`config.mk`:
```
export PLATFORM = sky130hd
export DESIGN_NAME = prefetch_stream_buffer
export DESIGN_NICKNAME = d
export VERILOG_FILES = /design/src/rtl/prefetch_stream_buffer.sv
export SDC_FILE = /design/constraint.sdc
export NUM_CORES = 2
export LEC_CHECK = 0
export BUFFER_PORTS_ARGS = -buffer_cell sky130_fd_sc_hd__buf_2
export CORE_AREA = 2 2 392 394
export CTS_BUF_LIST = sky130_fd_sc_hd__clkbuf_8
export DETAILED_ROUTE_END_ITERATION = 16
export DIE_AREA = 0 0 394 396
export PLACE_DENSITY = 0.64
export SETUP_SLACK_MARGIN = 0.1
export SYNTH_ARGS = -nofsm -noshare
export SYNTH_HDL_FRONTEND = slang
export SYNTH_SLANG_ARGS = --single-unit
```
`constraint.sdc`:
```
create_clock -name clk -period 14.1 [get_ports clk]
set_input_delay 2.82 -clock clk [delete_from_list [all_inputs] [get_ports clk]]
set_output_delay 2.82 -clock clk [all_outputs]
set_load 0.01 [all_outputs]
```
`src/rtl/prefetch_stream_buffer.sv`:
```
// Next-line instruction prefetcher with a DEPTH-entry FIFO stream buffer.
// Sits between the I-cache miss port and the arbiter. Buffer hits are answered in the same cycle.
module prefetch_stream_buffer #(
    parameter int DEPTH        = 4,
    parameter int STRIDE_BYTES = 32,
    parameter int LINE_BITS    = 256,
    parameter int ADDR_WIDTH   = 32
) (
    input  logic                      clk,
    input  logic                      rst,
    input  logic [ADDR_WIDTH-1:0]     inst_pmem_address,
    input  logic                      inst_pmem_read,
    output logic                      pf_resp,
    output logic [LINE_BITS-1:0]      pf_rdata,
    input  logic                      inst_pmem_resp,
    input  logic [LINE_BITS-1:0]      inst_pmem_rdata,
    output logic                      pf_read,
    output logic [ADDR_WIDTH-1:0]     pf_address,
    input  logic                      pf_enable,
    input  logic                      pf_flush,
    output logic [$clog2(DEPTH):0]    occupancy,
    output logic [31:0]               hit_count,
    output logic [31:0]               miss_count
);

    localparam int PTR_W = $clog2(DEPTH);
    localparam int OCC_W = PTR_W + 1;
    localparam logic [ADDR_WIDTH-1:0] STRIDE   = ADDR_WIDTH'(STRIDE_BYTES);
    localparam logic [OCC_W-1:0]      OCC_FULL = OCC_W'(DEPTH);
    localparam logic [OCC_W-1:0]      OCC_ONE  = OCC_W'(1);
    localparam logic [PTR_W-1:0]      PTR_ONE  = PTR_W'(1);

    typedef enum logic [1:0] {
        IDLE = 2'd0,
        MISS = 2'd1,
        FILL = 2'd2
    } state_t;

    state_t                 state_q, state_d;
    logic [ADDR_WIDTH-1:0]  addr_q [DEPTH];
    logic [ADDR_WIDTH-1:0]  addr_d [DEPTH];
    logic [LINE_BITS-1:0]   data_q [DEPTH];
    logic [LINE_BITS-1:0]   data_d [DEPTH];
    logic [DEPTH-1:0]       valid_q, valid_d;
    logic [PTR_W-1:0]       head_q, head_d;
    logic [PTR_W-1:0]       tail_q, tail_d;
    logic [OCC_W-1:0]       occ_q, occ_d;
    logic [ADDR_WIDTH-1:0]  next_fetch_q, next_fetch_d;
    logic                   drop_q, drop_d;
    logic [31:0]            hit_count_q, hit_count_d;
    logic [31:0]            miss_count_q, miss_count_d;

    logic                   match_found;
    logic [PTR_W-1:0]       match_idx;
    logic [PTR_W-1:0]       match_dist;
    logic [DEPTH-1:0]       pop_mask;
    logic                   buf_full;

    assign buf_full   = (occ_q == OCC_FULL);
    assign match_dist = match_idx - head_q;
    assign occupancy  = occ_q;
    assign hit_count  = hit_count_q;
    assign miss_count = miss_count_q;

    always_comb begin
        match_found = 1'b0;
        match_idx   = '0;
        for (int k = 0; k < DEPTH; k++) begin
            if (!match_found && valid_q[k] && (addr_q[k] == inst_pmem_address)) begin
                match_found = 1'b1;
                match_idx   = PTR_W'(k);
            end
        end
    end

    // A hit retires the matching entry together with every entry that was pushed before it.
    always_comb begin
        pop_mask = '0;
        for (int k = 0; k < DEPTH; k++) begin
            if (PTR_W'(PTR_W'(k) - head_q) <= match_dist) begin
                pop_mask[k] = 1'b1;
            end
        end
    end

    always_comb begin
        state_d      = state_q;
        addr_d       = addr_q;
        data_d       = data_q;
        valid_d      = valid_q;
        head_d       = head_q;
        tail_d       = tail_q;
        occ_d        = occ_q;
        next_fetch_d = next_fetch_q;
        drop_d       = drop_q;
        hit_count_d  = hit_count_q;
        miss_count_d = miss_count_q;
        pf_resp      = 1'b0;
        pf_rdata     = '0;
        pf_read      = 1'b0;
        pf_address   = '0;

        unique case (state_q)
            IDLE: begin
                if (pf_flush) begin
                    valid_d = '0;
                    head_d  = '0;
                    tail_d  = '0;
                    occ_d   = '0;
                    if (inst_pmem_read) begin
                        next_fetch_d = inst_pmem_address + STRIDE;
                        state_d      = MISS;
                    end
                end else if (inst_pmem_read && match_found) begin
                    pf_resp  = 1'b1;
                    pf_rdata = data_q[match_idx];
                    valid_d  = valid_q & ~pop_mask;
                    head_d   = match_idx + PTR_ONE;
                    occ_d    = occ_q - (OCC_W'(match_dist) + OCC_ONE);
                    if (hit_count_q != '1) begin
                        hit_count_d = hit_count_q + 32'd1;
                    end
                end else if (inst_pmem_read) begin
                    valid_d      = '0;
                    head_d       = '0;
                    tail_d       = '0;
                    occ_d        = '0;
                    next_fetch_d = inst_pmem_address + STRIDE;
                    state_d      = MISS;
                end else if (pf_enable && !buf_full) begin
                    state_d = FILL;
                end
            end

            MISS: begin
                pf_read    = 1'b1;
                pf_address = inst_pmem_address;
                if (pf_flush) begin
                    valid_d = '0;
                    head_d  = '0;
                    tail_d  = '0;
                    occ_d   = '0;
                end
                if (inst_pmem_resp) begin
                    pf_resp  = inst_pmem_read;
                    pf_rdata = inst_pmem_read ? inst_pmem_rdata : '0;
                    if (miss_count_q != '1) begin
                        miss_count_d = miss_count_q + 32'd1;
                    end
                    state_d = IDLE;
                end
            end

            FILL: begin
                pf_read    = 1'b1;
                pf_address = next_fetch_q;
                if (pf_flush) begin
                    valid_d = '0;
                    head_d  = '0;
                    tail_d  = '0;
                    occ_d   = '0;
                    drop_d  = 1'b1;
                end
                // A flush on the response cycle discards the line just like an earlier one would.
                if (inst_pmem_resp) begin
                    if (!drop_q && !pf_flush && !buf_full) begin
                        addr_d[tail_q]  = next_fetch_q;
                        data_d[tail_q]  = inst_pmem_rdata;
                        valid_d[tail_q] = 1'b1;
                        tail_d          = tail_q + PTR_ONE;
                        occ_d           = occ_q + OCC_ONE;
                    end
                    next_fetch_d = next_fetch_q + STRIDE;
                    drop_d       = 1'b0;
                    state_d      = IDLE;
                end
            end

            default: begin
                state_d = IDLE;
            end
        endcase
    end

    always_ff @(posedge clk or negedge rst) begin
        if (!rst) begin
            state_q      <= IDLE;
            valid_q      <= '0;
            head_q       <= '0;
            tail_q       <= '0;
            occ_q        <= '0;
            next_fetch_q <= '0;
            drop_q       <= 1'b0;
            hit_count_q  <= '0;
            miss_count_q <= '0;
            for (int k = 0; k < DEPTH; k++) begin
                addr_q[k] <= '0;
                data_q[k] <= '0;
            end
        end else begin
            state_q      <= state_d;
            valid_q      <= valid_d;
            head_q       <= head_d;
            tail_q       <= tail_d;
            occ_q        <= occ_d;
            next_fetch_q <= next_fetch_d;
            drop_q       <= drop_d;
            hit_count_q  <= hit_count_d;
            miss_count_q <= miss_count_d;
            for (int k = 0; k < DEPTH; k++) begin
                addr_q[k] <= addr_d[k];
                data_q[k] <= data_d[k];
            end
        end
    end

endmodule
```
==> impl_metrics.json <==
{
  "outcome": "finished, final reports clean",
  "die_w_um": 394,
  "r2r_end": "occupancy[2]",
  "post_cts_resized": 0,
  "place_area_sq_mm": 0.0650,
  "post-route-period-util": 0.732,
  "holdCritPathClass": "register to register",
  "wire_per_inst_um": 22.3,
  "p_seq_frac": 0.474,
  "synth-seq-area-share": 0.523,
  "hold_end": "miss_count[9]",
  "worst_pin_slew_ns": 1.39,
  "grt_max_degree": 163,
  "first_pass_iters": 5,
  "synthArstFlopShare": 1.00,
  "whs_ns": 0.490,
  "worst_clock_skew_ns": 0.0548,
  "start_util": 0.398,
  "drt-total-wl_um": 166000,
  "vias": 40879,
  "syn_inst": 4664,
  "yosys.area.top_type_share": 0.523,
  "ctsLongestPathBuffers": 3,
  "utilization": 0.458,
  "overflow": 0,
  "synth_nets": 4978,
  "max-vdd-ir-drop_mv": 0.0819,
  "reg2reg_depth": 15,
  "layoutNonFillerInstCount": 7427,
  "fmax_mhz": 96.9,
  "intPower_w": 0.00658,
  "hold_viol": 0,
  "setup_viol": 0,
  "crit_path_max_fanout": 95,
  "startpoint_type": "input port",
  "ys.warnings.count": 0,
  "worstHoldPathCells": 1,
  "synth_edf_count": 0,
  "syn_area_sq_mm": 0.0604,
  "portBuffers": 650,
  "ys_ff_latch": 1262,
  "clock-sinks": 1262,
  "cts_made_buffers": 214,
  "power.density_mw_per_mm2": 135,
  "postCtsHoldBufs": 0,
  "ant_nets": 0,
  "hpwl_um": 106000,
  "syn2layout_area_growth_pct": 14.9,
  "worstReg2RegStart": "addr_q[86]",
  "core_area_sq_mm": 0.152,
  "critPathRequiredTime_ns": 11.28,
  "drc": 0,
  "r2r_slack_ns": 9.00,
  "clockPowerShare": 0.350,
  "drive_gt1_frac": 0.406,
  "grt_pass1_vias": 41329,
  "via_per_inst": 5.50,
  "crit_type": "input port to output port",
  "final_area_sq_mm": 0.0693,
  "synth.avg_cell_area_sq_um": 12.9,
  "post_cts_buffers": 0,
  "clk_latency_ns": 0.91,
  "placed_cells": 7034,
  "period_minus_slack_ns": 10.32,
  "tns_ns": 0,
  "dr.first_iter.drc_count": 2319,
  "drv_slew": 0,
  "p_leak_nw": 37.6,
  "final_common_cell": "dfrtp_1",
  "max_slew_margin": 0.0764,
  "arrival_ns": 7.50,
  "row_count": 143,
  "die_h_um": 396,
  "antenna_found_initial": 39,
  "synth_top_cell_by_area": "dfrtp_1",
  "rsz0062_at_grt": "false",
  "cap_violations": 0,
  "cts_tree": "yes",
  "synthTopCellsByArea": "dfrtp_1 (52%), mux2_2 (22%), mux2i_1 (8.5%)",
  "grt_pass1_wl_um": 254000,
  "cts-root-buf": "clkbuf_8",
  "min_from": "miss_count[9]",
  "cts.reportedPaths.clkPinSlew_ns": 0.06,
  "comb_power_share": 0.176,
  "nets": 5534,
  "p_sw_frac": 0.297,
  "die_area_sq_mm": 0.156,
  "h-tree-depth": 4,
  "gp_congestion": 0.905,
  "crit_path_end_kind": "output port",
  "grt_usage": 0.207,
  "synth_cell_types": 64,
  "final_cell_mix": "dfrtp_1 (1262), mux2_2 (1159), buf_2 (649)",
  "synth_ff_type": "dfrtp_1",
  "p_sw_w": 0.00278,
  "num_io_pins": 651
}
==> registers in the layout (all words and copies together) (netlist names) <==
signal and count:
state_q 2, valid_q 4, next_fetch_q 32, tail_q 2, miss_count 32, occupancy 3, data_q 1024, head_q 2
drop_q 1, hit_count 32, addr_q 128
==> stage by stage <==
stage	worst slack [ns]	power, W
final	3.78	0.00937
after global routing	3.68	0.00984
after CTS	3.96	0.00947
after detailed placement	3.99	0.00614
after global placement	3.87	0.00608
after floorplan	6.02	0.00547
==> synth_stat cells (3+ instances only) <==
cell type,count
dfrtp_1,1262
or4_1,5
nor2b_1,7
o22ai_1,26
inv_1,29
buf_4,26
buf_6,34
nand2b_1,6
a21oi_1,49
a32oi_1,4
o221ai_1,256
or2_2,3
nor2_1,62
xnor2_1,76
clkbuf_1,227
nand4b_1,5
nand3b_1,5
nor4_1,54
and2_1,7
nor3_1,19
buf_1,5
nand3_1,75
buf_2,65
mux2i_1,515
and4_1,5
nand2_1,341
ha_1,20
or3_1,6
or4_4,3
o21ai_0,38
and3_1,10
mux2_2,1159
nand4_1,37
a22oi_1,30
o21ai_1,12
xor2_1,143
==> area by class of cell <==
cell class | count | area [sq um]
Inverter | 30 | 129
Tap cell | 2030 | 2540
Clock buffer | 264 | 3630
Clock inverter | 112 | 674
Timing Repair Buffer | 697 | 3770
Sequential cell | 1262 | 31600
Antenna cell | 17 | 42.5
Fill cell | 13854 | 82200
Multi-Input combinational cell | 3015 | 27000
==> worst max path at each step <==
stage,start,to,slack [ns],cells past startpoint
floorplan,inst_pmem_address[16],pf_rdata[107],6.02,12
global placement,inst_pmem_address[20],pf_rdata[110],3.87,9
detailed placement,inst_pmem_address[22],pf_rdata[84],3.99,10
CTS,inst_pmem_address[22],pf_rdata[110],3.96,10
global route,inst_pmem_address[22],pf_rdata[94],3.68,10
finish,inst_pmem_address[22],pf_rdata[66],3.78,10
==> kinds of logic (layout without fill, tap and decap cells) <==
kind of cell | after synthesis | in the layout | share of synthesized area
other cells | 0 | 17 | 0
xor+xnor | 219 | 219 | 0.0318
mux | 1674 | 1674 | 0.302
simple gates | 659 | 659 | 0.0511
buf+inv | 387 | 1103 | 0.0313
flops | 1262 | 1262 | 0.523
compound gates | 443 | 443 | 0.0571
fa+ha+maj | 20 | 20 | 0.00414
==> worst max-delay path: stages <==
cell	delay, ns
buf_2	0.18
xor2_1	0.25
nor4_1	0.34
nand4_1	0.15
or4_1	0.75
nand4_1	0.27
buf_4	0.68
buf_4	1.04
o221ai_1	0.47
buf_2	0.27
==> power groups by stage <==
stage               Combinational (W)  Sequential (W)  Clock (W)
CTS                           0.00165         0.00443    0.00338
detailed placement            0.00165         0.00449          0
global placement              0.00161         0.00448          0
finish                        0.00165         0.00444    0.00328
global route                  0.00180         0.00449    0.00355
floorplan                     0.00115         0.00432          0
==> per-layer routing <==
metal	GRT usage	vias to the layer above	wire, um
met5	0	-	271
met4	0.0742	42	5080
met3	0.0517	349	10400
met2	0.332	1098	78200
met1	0.272	21148	71700
li1	-	18242	-
No activity file was read; power rests on OpenSTA's default activity.
